**src/rtl/led_blink_sequencer.sv**
```systemverilog
// led_blink_sequencer
// Drives the board LED through ON/OFF phases measured in prescaler ticks.
// The phases repeat for a commanded number of cycles, or run until abort when
// the repeat count is 0. A host hands over one pattern at a time through a
// valid/ready handshake. The sequencer only accepts a command while idle.

module led_blink_sequencer #(
    parameter int unsigned TICK_DIV = 50_000_000,
    parameter int unsigned DUR_W    = 8,
    parameter int unsigned REP_W    = 8
) (
    input  logic             i_clock,
    input  logic             i_rst_n,
    input  logic             i_cmd_valid,
    output logic             o_cmd_ready,
    input  logic [DUR_W-1:0] i_on_ticks,
    input  logic [DUR_W-1:0] i_off_ticks,
    input  logic [REP_W-1:0] i_repeat,
    input  logic             i_abort,
    output logic             o_led,
    output logic             o_busy,
    output logic             o_done,
    output logic             o_tick
);

    localparam int unsigned        PRESC_W    = 27;
    localparam logic [PRESC_W-1:0] PRESC_LAST = PRESC_W'(TICK_DIV - 1);
    localparam logic [DUR_W-1:0]   DUR_ONE    = DUR_W'(1);
    localparam logic [REP_W-1:0]   REP_ONE    = REP_W'(1);

    typedef enum logic [1:0] {
        ST_IDLE = 2'd0,
        ST_ON   = 2'd1,
        ST_OFF  = 2'd2
    } state_t;

    state_t             state_q,   state_d;
    logic [PRESC_W-1:0] presc_q,   presc_d;
    logic               tick_q,    tick_d;
    logic [DUR_W-1:0]   on_len_q,  on_len_d;
    logic [DUR_W-1:0]   off_len_q, off_len_d;
    logic [DUR_W-1:0]   phase_q,   phase_d;
    logic [REP_W-1:0]   rep_q,     rep_d;
    logic               led_q,     led_d;
    logic               busy_q,    busy_d;
    logic               done_q,    done_d;

    logic               tick_evt;
    logic               cmd_fire;
    logic [DUR_W-1:0]   on_eff;
    logic [DUR_W-1:0]   off_eff;

    // Handshake decode and zero-to-one clamping of the requested durations
    always_comb begin
        o_cmd_ready = (state_q == ST_IDLE) && !i_abort;
        cmd_fire    = i_cmd_valid && o_cmd_ready;
        tick_evt    = (presc_q == PRESC_LAST);
        on_eff      = (i_on_ticks  == '0) ? DUR_ONE : i_on_ticks;
        off_eff     = (i_off_ticks == '0) ? DUR_ONE : i_off_ticks;
    end

    // Prescaler: free-running divider, restarted on accept so that the first
    // ON phase is a whole number of ticks long
    always_comb begin
        presc_d = presc_q + PRESC_W'(1);
        tick_d  = tick_evt;
        if (cmd_fire || tick_evt) begin
            presc_d = '0;
        end
    end

    // Sequencer next-state: phase and repeat countdown, abort has priority
    always_comb begin
        state_d   = state_q;
        on_len_d  = on_len_q;
        off_len_d = off_len_q;
        phase_d   = phase_q;
        rep_d     = rep_q;
        done_d    = 1'b0;

        case (state_q)
            ST_IDLE: begin
                if (cmd_fire) begin
                    on_len_d  = on_eff;
                    off_len_d = off_eff;
                    phase_d   = on_eff;
                    rep_d     = i_repeat;
                    state_d   = ST_ON;
                end
            end

            ST_ON: begin
                if (i_abort) begin
                    state_d = ST_IDLE;
                end else if (tick_evt) begin
                    if (phase_q == DUR_ONE) begin
                        state_d = ST_OFF;
                        phase_d = off_len_q;
                    end else begin
                        phase_d = phase_q - DUR_ONE;
                    end
                end
            end

            ST_OFF: begin
                if (i_abort) begin
                    state_d = ST_IDLE;
                end else if (tick_evt) begin
                    if (phase_q == DUR_ONE) begin
                        if (rep_q == REP_ONE) begin
                            // Natural end of the last cycle
                            state_d = ST_IDLE;
                            done_d  = 1'b1;
                        end else begin
                            // rep_q == 0 means endless; never decrement it
                            if (rep_q != '0) begin
                                rep_d = rep_q - REP_ONE;
                            end
                            state_d = ST_ON;
                            phase_d = on_len_q;
                        end
                    end else begin
                        phase_d = phase_q - DUR_ONE;
                    end
                end
            end

            default: begin
                state_d = ST_IDLE;
            end
        endcase
    end

    // Registered LED drive and status, derived from the upcoming state
    always_comb begin
        led_d  = (state_d == ST_ON);
        busy_d = (state_d != ST_IDLE);
    end

    // State and datapath registers with synchronous active-low reset
    always_ff @(posedge i_clock) begin
        if (!i_rst_n) begin
            state_q   <= ST_IDLE;
            presc_q   <= '0;
            tick_q    <= 1'b0;
            on_len_q  <= '0;
            off_len_q <= '0;
            phase_q   <= '0;
            rep_q     <= '0;
            led_q     <= 1'b0;
            busy_q    <= 1'b0;
            done_q    <= 1'b0;
        end else begin
            state_q   <= state_d;
            presc_q   <= presc_d;
            tick_q    <= tick_d;
            on_len_q  <= on_len_d;
            off_len_q <= off_len_d;
            phase_q   <= phase_d;
            rep_q     <= rep_d;
            led_q     <= led_d;
            busy_q    <= busy_d;
            done_q    <= done_d;
        end
    end

    assign o_led  = led_q;
    assign o_busy = busy_q;
    assign o_done = done_q;
    assign o_tick = tick_q;

endmodule
```
**config.mk**
```make
export PLATFORM = sky130hd
export DESIGN_NAME = led_blink_sequencer
export DESIGN_NICKNAME = d
export VERILOG_FILES = /design/src/rtl/led_blink_sequencer.sv
export SDC_FILE = /design/constraint.sdc
export NUM_CORES = 1
export LEC_CHECK = 0
export CORE_UTILIZATION = 61
export DETAILED_ROUTE_END_ITERATION = 7
export HOLD_SLACK_MARGIN = 0.12
export PLACE_DENSITY = 0.83
export SKIP_LAST_GASP = 1
export SYNTH_ARGS = -nofsm -noshare
export SYNTH_HDL_FRONTEND = slang
export SYNTH_SLANG_ARGS = --single-unit
```
**constraint.sdc**
```tcl
create_clock -name i_clock -period 6.6 [get_ports i_clock]
set_clock_uncertainty 0.05 [all_clocks]
set_input_delay 1.65 -clock i_clock [delete_from_list [all_inputs] [get_ports i_clock]]
set_output_delay 1.65 -clock i_clock [all_outputs]
set_load 0.02 [all_outputs]
```
==> flow_summary.yaml, run 1 <==
grt:
  grt_pass1_wl_um: 12300
  grt_use_total: 0.289
  grt_antenna_before_repair: 0
  grt-ovfl-total: 0
  maximum_number_of_pins_on_one_net_before_global_route_repair: 29
  first_global_vias: 2806
status:
  outcome: "finished clean"
yosys:
  yosys-top-cells-area: "dfxtp_1 39%, nor2_1 6.1%, nand2_1 5.9%"
  synth_edf_count: 0
  postSynthRegisterBits: 65
  number_of_distinct_library_cells_after_synthesis: 52
  synthesis.nets: 449
  synth_top_family_by_area: "simple AND/OR/NAND/NOR gates"
  xor_xnor_share_of_the_synthesized_area: 0.0822
  yosys.area.top_type: "dfxtp_1"
  postSynth.asyncResetShare: 0
  yosysSeqAreaShare: 0.394
  share_of_synthesized_cell_area_in_and_or_nand_and_nor_gates: 0.250
  synthAdderAreaFrac: 0.0379
  synth.yosys.warnings: 0
  synthFlopType: "dfxtp_1"
  syn_area_um2: 3300
  post_synth.cell_area_avg_um2: 8.04
  synth.top_cell.area_share: 0.394
  area_fraction_in_compound_gates_after_synthesis: 0.168
  synthesis.instances: 411
  muxShareOfSynthArea: 0.0189
worst_setup_path:
  critical-path-slowest-cell: "clkdlybuf4s50_1"
  worst-endpoint-arrival_ns: 3.00
  crit_path_cell_trace: "clkdlybuf4s50_1 > nor2b_1 > clkdlybuf4s50_1"
  setup.worst_path.class: "input port to output port"
  critical-path-top-delay-family: "buffers and inverters"
  cp-start-kind: "input port"
  crit_path_max_fanout: 7
  timing.critical_path.required_ns: 4.90
  end_kind: "output port"
  most_used_cell_along_the_critical_path: "clkdlybuf4s50_1"
  worstPathBufferInverterCount: 2
  critical_path.max_stage_delay_ns: 0.63
pwr:
  netSwitchingFraction: 0.255
  clockPowerShare: 0.419
  power_frac_seq: 0.450
  powerDensity_nw_per_um2: 242
  cell_internal_pwr_mw: 0.691
  p_switching_mw: 0.237
  comb_pwr_share: 0.130
  vdd.ir_drop.worst_uv: 183
  p_leak_nw: 1.36
place:
  detailed_place_hpwl_um: 5110
  gp_congestion: 0.903
  placed_cells: 492
  portBuffers: 32
  place_ws_ns: 1.90
  postPlaceCellArea_um2: 3610
sta:
  top_achievable_clock_speed_ghz: 0.213
  setup_viol_count_final: 0
  timing_hold_violations_final: 0
  final.setup.worst_slack_ns: 1.90
  rsz0062_at_grt: "no"
  max_slew_margin: 0.349
  final_min_period_over_clock_period: 0.712
  drv_slew: 0
  finalCriticalPeriod_ns: 4.70
  timing_worst_slew_pin_value_ns: 0.974
  fin_setup_tns_ns: 0
clocking:
  cts_max_level: 3
  ctsHoldBuffers: 0
  clockRootBuffer: "clkbuf_8"
  cts_tree: "built"
  clock_latency_ns: 0.35
  postCtsSetupBuffers: 0
  cts-resized-gates: 0
  cts_inserted_buffers: 9
  clkSlewWorstSetupHoldPaths_ns: 0.07
  maximum_clock_path_buffer_count: 2
  clock_sinks: 65
route:
  drt_first_pass_iters: 4
  route.final.wire_length_um: 7710
  avgViaCountPerCell: 5.91
  detail_route.wl_per_cell_um: 15.2
  vias: 3003
  drt.antenna.violating_nets: 0
  post-route-drc-count: 0
  drtIter0Drc: 185
cells_and_area:
  num_antenna_cells: 0
  final_core_utilization: 0.742
  finish.cell_count_without_fillers: 508
  stdcell_area_um2: 3840
  layout.cells.most_common: "dfxtp_1"
  final_layout_size_suffix_gt1_frac: 0.0548
  nets: 471
  area_growth_pct: 16.2
  most-common-layout-cells: "65 x dfxtp_1, 54 x nor2_1, 52 x nand2_1"
worst_hold_path:
  worst_hold_path_type: "flip-flop to flip-flop"
floorplan:
  chipHeight_um: 75.6
  core_area_um2: 5170
  row_count: 26
  die_width_um: 75.6
  die_area_um2: 5720
  initial_utilization: 0.639
  io_pins: 33
job:
  max_cap_viol_count: 0
-- cell families after synthesis --
group           count (synthesis)
buf+inv                        36
compound gates                 84
xor+xnor                       31
fa+ha+maj                      10
flops                          65
mux                             6
simple gates                  179
-- power groups by stage --
stage | registers (mW) | clock network [mW] | logic [mW]
5_1_grt | 0.420 | 0.406 | 0.133
3_5_place_dp | 0.427 | 0 | 0.118
6_report | 0.418 | 0.389 | 0.121
2_1_floorplan | 0.424 | 0 | 0.0841
4_1_cts | 0.418 | 0.392 | 0.120
3_3_place_gp | 0.426 | 0 | 0.115
-- tightest hold or removal path: cells and delay by family, from the launching register on --
kind	cells	cell delay (ns)
DFF	1	0.31
and+or+nand+nor	1	0.05
AOI/OAI and AO/OA	1	0.05
-- area by class of cell --
cell class | count | area, um^2
clock inverters | 4 | 75.1
clock buffers | 12 | 155
repair buffers | 32 | 320
multi-input cells | 310 | 1840
well taps | 70 | 87.6
fillers | 398 | 1330
inverters | 15 | 56.3
flip-flops and latches | 65 | 1300
-- sequential cells by signal, summed over array words and instances (netlist names) --
signal and cells:
on_len_q 8, phase_q 8, presc_q 27, o_tick 1, o_done 1, o_led 1
rep_q 8, o_busy 1, off_len_q 8, state_q 2
-- cell usage after synthesis (2+ instances only) --
cell / number
a32o_1: 3
nor4bb_1: 2
nand3_1: 24
o21a_1: 2
o41ai_1: 2
dfxtp_1: 65
mux2_2: 2
nor2b_1: 2
clkbuf_1: 12
or3_1: 2
mux2i_1: 4
nand2_1: 52
and4_1: 2
xnor2_1: 11
o21ai_0: 20
a31oi_1: 3
nor2_1: 54
and2_1: 3
nand2b_1: 2
a221oi_1: 4
or4_1: 2
o31ai_1: 3
a21oi_1: 25
o311ai_0: 2
nor3_1: 14
o211ai_1: 3
o2111ai_1: 2
xor2_1: 20
buf_6: 2
ha_1: 10
inv_1: 14
nor4_1: 5
a211oi_1: 3
and3_1: 4
o221ai_1: 2
buf_2: 5
nand4_1: 9
-- worst paths after layout --
check              start           to  slack, ns  cells past startpoint
min          on_len_q[2]  on_len_q[2]       0.40                      2
max reg2reg   state_q[0]     rep_q[3]       3.52                      8
max              i_abort  o_cmd_ready       1.90                      3
min reg2reg  on_len_q[2]  on_len_q[2]       0.40                      2
-- per-layer routing --
metal | global-route usage | vias to the layer above | part of all wire
met5 | 0 | - | 0
met4 | 0.167 | 0 | 0.021
met3 | 0.0476 | 15 | 0.036
met2 | 0.523 | 78 | 0.51
met1 | 0.320 | 1419 | 0.43
li1 | - | 1491 | -
-- per-stage QoR --
step	hold slack [ns]	total power [mW]
2_1_floorplan	0.383	0.508
3_3_place_gp	0.389	0.541
3_5_place_dp	0.395	0.545
4_1_cts	0.405	0.929
5_1_grt	0.429	0.959
6_report	0.403	0.928
(Power assumes the default switching activity.)
==> inputs of run 2 (changes only) <==
--- a/config.mk
+++ b/config.mk
@@ -5,10 +5,10 @@
 export SDC_FILE = /design/constraint.sdc
 export NUM_CORES = 1
 export LEC_CHECK = 0
-export CORE_UTILIZATION = 61
+export CORE_UTILIZATION = 57
 export DETAILED_ROUTE_END_ITERATION = 7
 export HOLD_SLACK_MARGIN = 0.12
-export PLACE_DENSITY = 0.83
+export PLACE_DENSITY = 0.78
 export SKIP_LAST_GASP = 1
 export SYNTH_ARGS = -nofsm -noshare
 export SYNTH_HDL_FRONTEND = slang
==> constraint.sdc (replaced) <==
create_clock -name i_clock -period 4.5 [get_ports i_clock]
set_clock_uncertainty 0.05 [all_clocks]
set_input_delay 1.125 -clock i_clock [delete_from_list [all_inputs] [get_ports i_clock]]
set_output_delay 1.125 -clock i_clock [all_outputs]
set_load 0.02 [all_outputs]
==> run 2 against run 1 <==
Die area is 6.8% higher; non-clock buffer count is 2 higher; utilization is 4.8 points lower; via count is 0.80% lower; sequential share of layout area is 0.066 points lower; clock power is 40% higher; count of clock-buffer cells in the layout is 2 lower; worst setup slack worse by 1.1 ns; routed wire length is 2.5% lower; sequential power is 47% higher; cell count is 0.79% higher; sequential cell count stayed put; largest power group unchanged; highest routed layer unchanged.
==> flow_summary.yaml, run 2 (synthesized netlist as in run 1, its figures left out) <==
worst_setup_path:
  worstPathBufferInverterCount: 2
  setup.worst_path.class: "input port to output port"
  crit_path_cell_trace: "clkdlybuf4s50_1 > nor2b_1 > clkdlybuf4s50_1"
  end_kind: "output port"
  most_used_cell_along_the_critical_path: "clkdlybuf4s50_1"
  critical-path-slowest-cell: "clkdlybuf4s50_1"
  crit_path_max_fanout: 7
  cp-start-kind: "input port"
  worst-endpoint-arrival_ns: 2.53
  rr_worst_depth: 8
  timing.critical_path.required_ns: 3.32
  critical-path-top-delay-family: "buffers and inverters"
  critical_path_cell_count: 3
  critical_path.max_stage_delay_ns: 0.65
grt:
  grt_use_total: 0.258
  grt_antenna_before_repair: 0
  grt_pass1_wl_um: 12500
  grt-ovfl-total: 0
  maximum_number_of_pins_on_one_net_before_global_route_repair: 29
  first_global_vias: 2765
route:
  drt_first_pass_iters: 5
  avgViaCountPerCell: 5.82
  top_signal_layer_used: "met4"
  met3_length_um: 370
  drt.antenna.violating_nets: 0
  route.final.wire_length_um: 7520
  drtIter0Drc: 254
  detail_route.wl_per_cell_um: 14.7
  m1WireLength_um: 3360
  vias: 2979
  met2RoutedLength_um: 3660
  post-route-drc-count: 0
cells_and_area:
  nets: 473
  largest_register_ffs: 27
  final_layout_size_suffix_gt1_frac: 0.0591
  num_antenna_cells: 0
  regMostFlops: "presc_q"
  most-common-layout-cells: "65 x dfxtp_1, 54 x nor2_1, 52 x nand2_1"
  area_growth_pct: 16.4
  layout.cells.most_common: "dfxtp_1"
sta:
  fin_hold_ws_ns: 0.407
  finalCriticalPeriod_ns: 3.71
  rsz0062_at_grt: "no"
  max_slew_margin: 0.413
  fin_setup_tns_ns: 0
  drv_slew: 0
  top_achievable_clock_speed_ghz: 0.270
  timing_worst_slew_pin_value_ns: 0.872
  final_min_period_over_clock_period: 0.824
  setup_viol_count_final: 0
  timing_hold_violations_final: 0
clocking:
  clkSlewWorstSetupHoldPaths_ns: 0.07
  clockRootBuffer: "clkbuf_8"
  maximum_clock_path_buffer_count: 2
  cts_tree: "built"
  postCtsSetupBuffers: 0
  cts_inserted_buffers: 9
  cts-resized-gates: 0
  clock_sinks: 65
  clock_latency_ns: 0.35
  ctsHoldBuffers: 0
  cts_max_level: 3
pwr:
  vdd.ir_drop.worst_uv: 276
  p_leak_nw: 1.37
  powerDensity_nw_per_um2: 347
status:
  outcome: "finished clean"
place:
  portBuffers: 32
  gp_congestion: 0.813
  detailed_place_hpwl_um: 5120
worst_hold_path:
  worst_hold_path_type: "flip-flop to flip-flop"
  min_path_cells: 2
floorplan:
  row_count: 27
  die_area_um2: 6110
  core_area_um2: 5540
  chipHeight_um: 78.1
  die_width_um: 78.1
  initial_utilization: 0.596
  io_pins: 33
job:
  max_cap_viol_count: 0
==> run 2: cell types whose count changed in the layout (fill, tap and decap cells not counted) <==
| cell | delta |
|---|---|
| buf_4 | +2 |
| clkinv_4 | +2 |
| clkbuf_8 | -2 |
==> run 2: final timing paths <==
check / start / to / slack, ns
setup / recovery: i_abort / o_cmd_ready / 0.79
hold reg to reg: on_len_q[7] / on_len_q[7] / 0.41
hold / removal: on_len_q[7] / on_len_q[7] / 0.41
setup reg to reg: state_q[0] / rep_q[0] / 1.46
==> run 2: layer usage <==
metal  vias up  global-route usage
li1       1498                   -
met1      1385               0.314
met2        81               0.432
met3        15              0.0640
met4         0               0.104
met5         -                   0
==> run 2: per-stage QoR <==
stage	setup slack, ns	total power [mW]	instance area (um^2)	instances	util
floorplan	1.74	0.745	3300	411	-
global placement	0.792	0.798	3630	496	0.654
detailed placement	0.807	0.802	3630	496	0.654
CTS	0.799	1.34	3850	512	0.694
global route	0.695	1.39	3850	512	0.694
finish	0.792	1.34	3850	512	0.694
==> run 2: area by class of cell <==
class                      count  area, um^2
multi-input combinational    310        1840
clock inverter                 6        92.6
clock buffer                  10         128
inverter                      15        56.3
timing repair buffer          34         335
tap                           72        90.1
fill                         454        1690
sequential                    65        1300
==> run 2: worst min-delay path: cells and delay by family (launching register included) <==
family | cells | cell delay [ns]
flip-flops | 1 | 0.31
AND/OR/NAND/NOR | 1 | 0.05
AO/OA/AOI/OAI | 1 | 0.05
==> run 2: where the power goes <==
group	switching [mW]	internal (mW)
registers	0.0174	0.595
clock network	0.230	0.314
logic	0.103	0.0773
total	0.350	0.986
==> inputs of run 3 (changes only) <==
--- a/config.mk
+++ b/config.mk
@@ -5,10 +5,10 @@
 export SDC_FILE = /design/constraint.sdc
 export NUM_CORES = 1
 export LEC_CHECK = 0
-export CORE_UTILIZATION = 57
+export CORE_UTILIZATION = 51
 export DETAILED_ROUTE_END_ITERATION = 7
 export HOLD_SLACK_MARGIN = 0.12
-export PLACE_DENSITY = 0.78
+export PLACE_DENSITY = 0.73
 export SKIP_LAST_GASP = 1
 export SYNTH_ARGS = -nofsm -noshare
 export SYNTH_HDL_FRONTEND = slang
==> constraint.sdc (replaced) <==
create_clock -name i_clock -period 3.4 [get_ports i_clock]
set_clock_uncertainty 0.05 [all_clocks]
set_input_delay 0.85 -clock i_clock [delete_from_list [all_inputs] [get_ports i_clock]]
set_output_delay 0.85 -clock i_clock [all_outputs]
set_load 0.02 [all_outputs]
==> run 3 against run 2 <==
Design area increased by 1.6%; routed wire length down 0.57%; non-clock buffer count is 4 higher; combinational power grew 32%; via count is 0.64% higher; sequential power grew 32%; critical path type unchanged; largest cell class unchanged; highest routed layer unchanged.
==> flow_summary.yaml, run 3 (synthesized netlist as in run 1, its figures left out) <==
floorplan:
  core_area_um2: 6100
  die_area_um2: 6810
  io_pins: 33
  die_width_um: 82.5
  chipHeight_um: 82.5
  initial_utilization: 0.542
  row_count: 28
clocking:
  clock_sinks: 65
  clock_latency_ns: 0.34
  cts_inserted_buffers: 9
  clockRootBuffer: "clkbuf_8"
  clkSlewWorstSetupHoldPaths_ns: 0.08
  cts_max_level: 3
  cts_tree: "built"
  cts-resized-gates: 0
  ctsHoldBuffers: 0
  maximum_clock_path_buffer_count: 2
  postCtsSetupBuffers: 0
pwr:
  p_switching_mw: 0.473
  cell_internal_pwr_mw: 1.39
  clockPowerShare: 0.436
  vdd.ir_drop.worst_uv: 342
  netSwitchingFraction: 0.254
  power_frac_seq: 0.436
  powerDensity_nw_per_um2: 476
  p_leak_nw: 1.41
  comb_pwr_share: 0.128
status:
  outcome: "finished clean"
place:
  portBuffers: 32
  gp_congestion: 0.875
  detailed_place_hpwl_um: 5300
cells_and_area:
  nets: 477
  most-common-layout-cells: "65 x dfxtp_1, 54 x nor2_1, 52 x nand2_1"
  ff_latch_area_um2: 1300
  regMostFlops: "presc_q"
  area_growth_pct: 18.3
  num_antenna_cells: 0
  largest_register_ffs: 27
  layout.cells.most_common: "dfxtp_1"
  final.fill_count: 566
  final_layout_size_suffix_gt1_frac: 0.0698
  final_core_utilization: 0.641
  multiInputGateArea_um2: 1840
sta:
  timing_hold_violations_final: 0
  fin_setup_tns_ns: 0
  timing_worst_slew_pin_value_ns: 0.846
  top_achievable_clock_speed_ghz: 0.324
  rsz0062_at_grt: "no"
  final_min_period_over_clock_period: 0.909
  finalCriticalPeriod_ns: 3.09
  setup_viol_count_final: 0
  max_slew_margin: 0.431
  drv_slew: 0
grt:
  grt_antenna_before_repair: 0
  maximum_number_of_pins_on_one_net_before_global_route_repair: 29
  busiest_layer: "met2"
  met3_usage: 0.0681
  grt_use_met1: 0.282
  met2_usage: 0.408
  grt_pass1_wl_um: 12300
  grt_use_total: 0.239
  grt-ovfl-total: 0
  first_global_vias: 2783
route:
  drtIter0Drc: 214
  post-route-drc-count: 0
  detail_route.wl_per_cell_um: 14.4
  avgViaCountPerCell: 5.78
  route.final.wire_length_um: 7480
  vias: 2998
  drt_first_pass_iters: 4
  drt.antenna.violating_nets: 0
worst_setup_path:
  end_kind: "output port"
  timing.critical_path.required_ns: 2.50
  rr_worst_depth: 7
  cp-start-kind: "input port"
  worst-endpoint-arrival_ns: 2.19
  setup.worst_path.class: "input port to output port"
  crit_path_max_fanout: 7
job:
  max_cap_viol_count: 0
worst_hold_path:
  worst_hold_path_type: "flip-flop to flip-flop"
  min_path_cells: 2
## run 3: layout make-up
cell class,count,area share
inverter,15,0.0144
tap,75,0.0240
multi-input combinational,310,0.472
timing repair buffer,38,0.0935
clock buffer,9,0.0317
sequential,65,0.333
clock inverter,7,0.0320
## run 3: worst paths after layout
| path | from | endpoint | slack, ns |
|---|---|---|---|
| worst max-delay path | i_abort | o_cmd_ready | 0.31 |
| worst min-delay path | off_len_q[4] | off_len_q[4] | 0.40 |
| worst max register to register | presc_q[0] | rep_q[0] | 0.56 |
| worst min register to register | off_len_q[4] | off_len_q[4] | 0.40 |
## run 3: routing by layer
layer | wire (um) | part of all wire
met3 | 418 | 0.056
met4 | 106 | 0.014
met1 | 3290 | 0.44
met5 | 0 | 0
met2 | 3660 | 0.49
## run 3: per-stage QoR
step	total power, mW	area (um^2)	hold slack, ns	setup slack, ns	instances
after floorplan	0.987	3300	0.383	0.913	411
after global placement	1.06	3660	0.392	0.326	503
after detailed placement	1.06	3660	0.397	0.311	503
after CTS	1.87	3910	0.408	0.304	519
after global routing	1.93	3910	0.434	0.211	519
final	1.86	3910	0.404	0.309	519
## run 3: power groups by stage
| stage | clock [mW] | combinational (mW) | sequential (mW) |
|---|---|---|---|
| 5_1_grt | 0.851 | 0.263 | 0.815 |
| 6_report | 0.811 | 0.237 | 0.811 |
| 3_3_place_gp | 0 | 0.230 | 0.827 |
| 4_1_cts | 0.826 | 0.235 | 0.811 |
| 3_5_place_dp | 0 | 0.234 | 0.828 |
| 2_1_floorplan | 0 | 0.163 | 0.823 |
## run 3: critical path: stages
cell and delay, ns:
clkdlybuf4s50_1 0.50, nor2b_1 0.21, clkdlybuf4s50_1 0.63
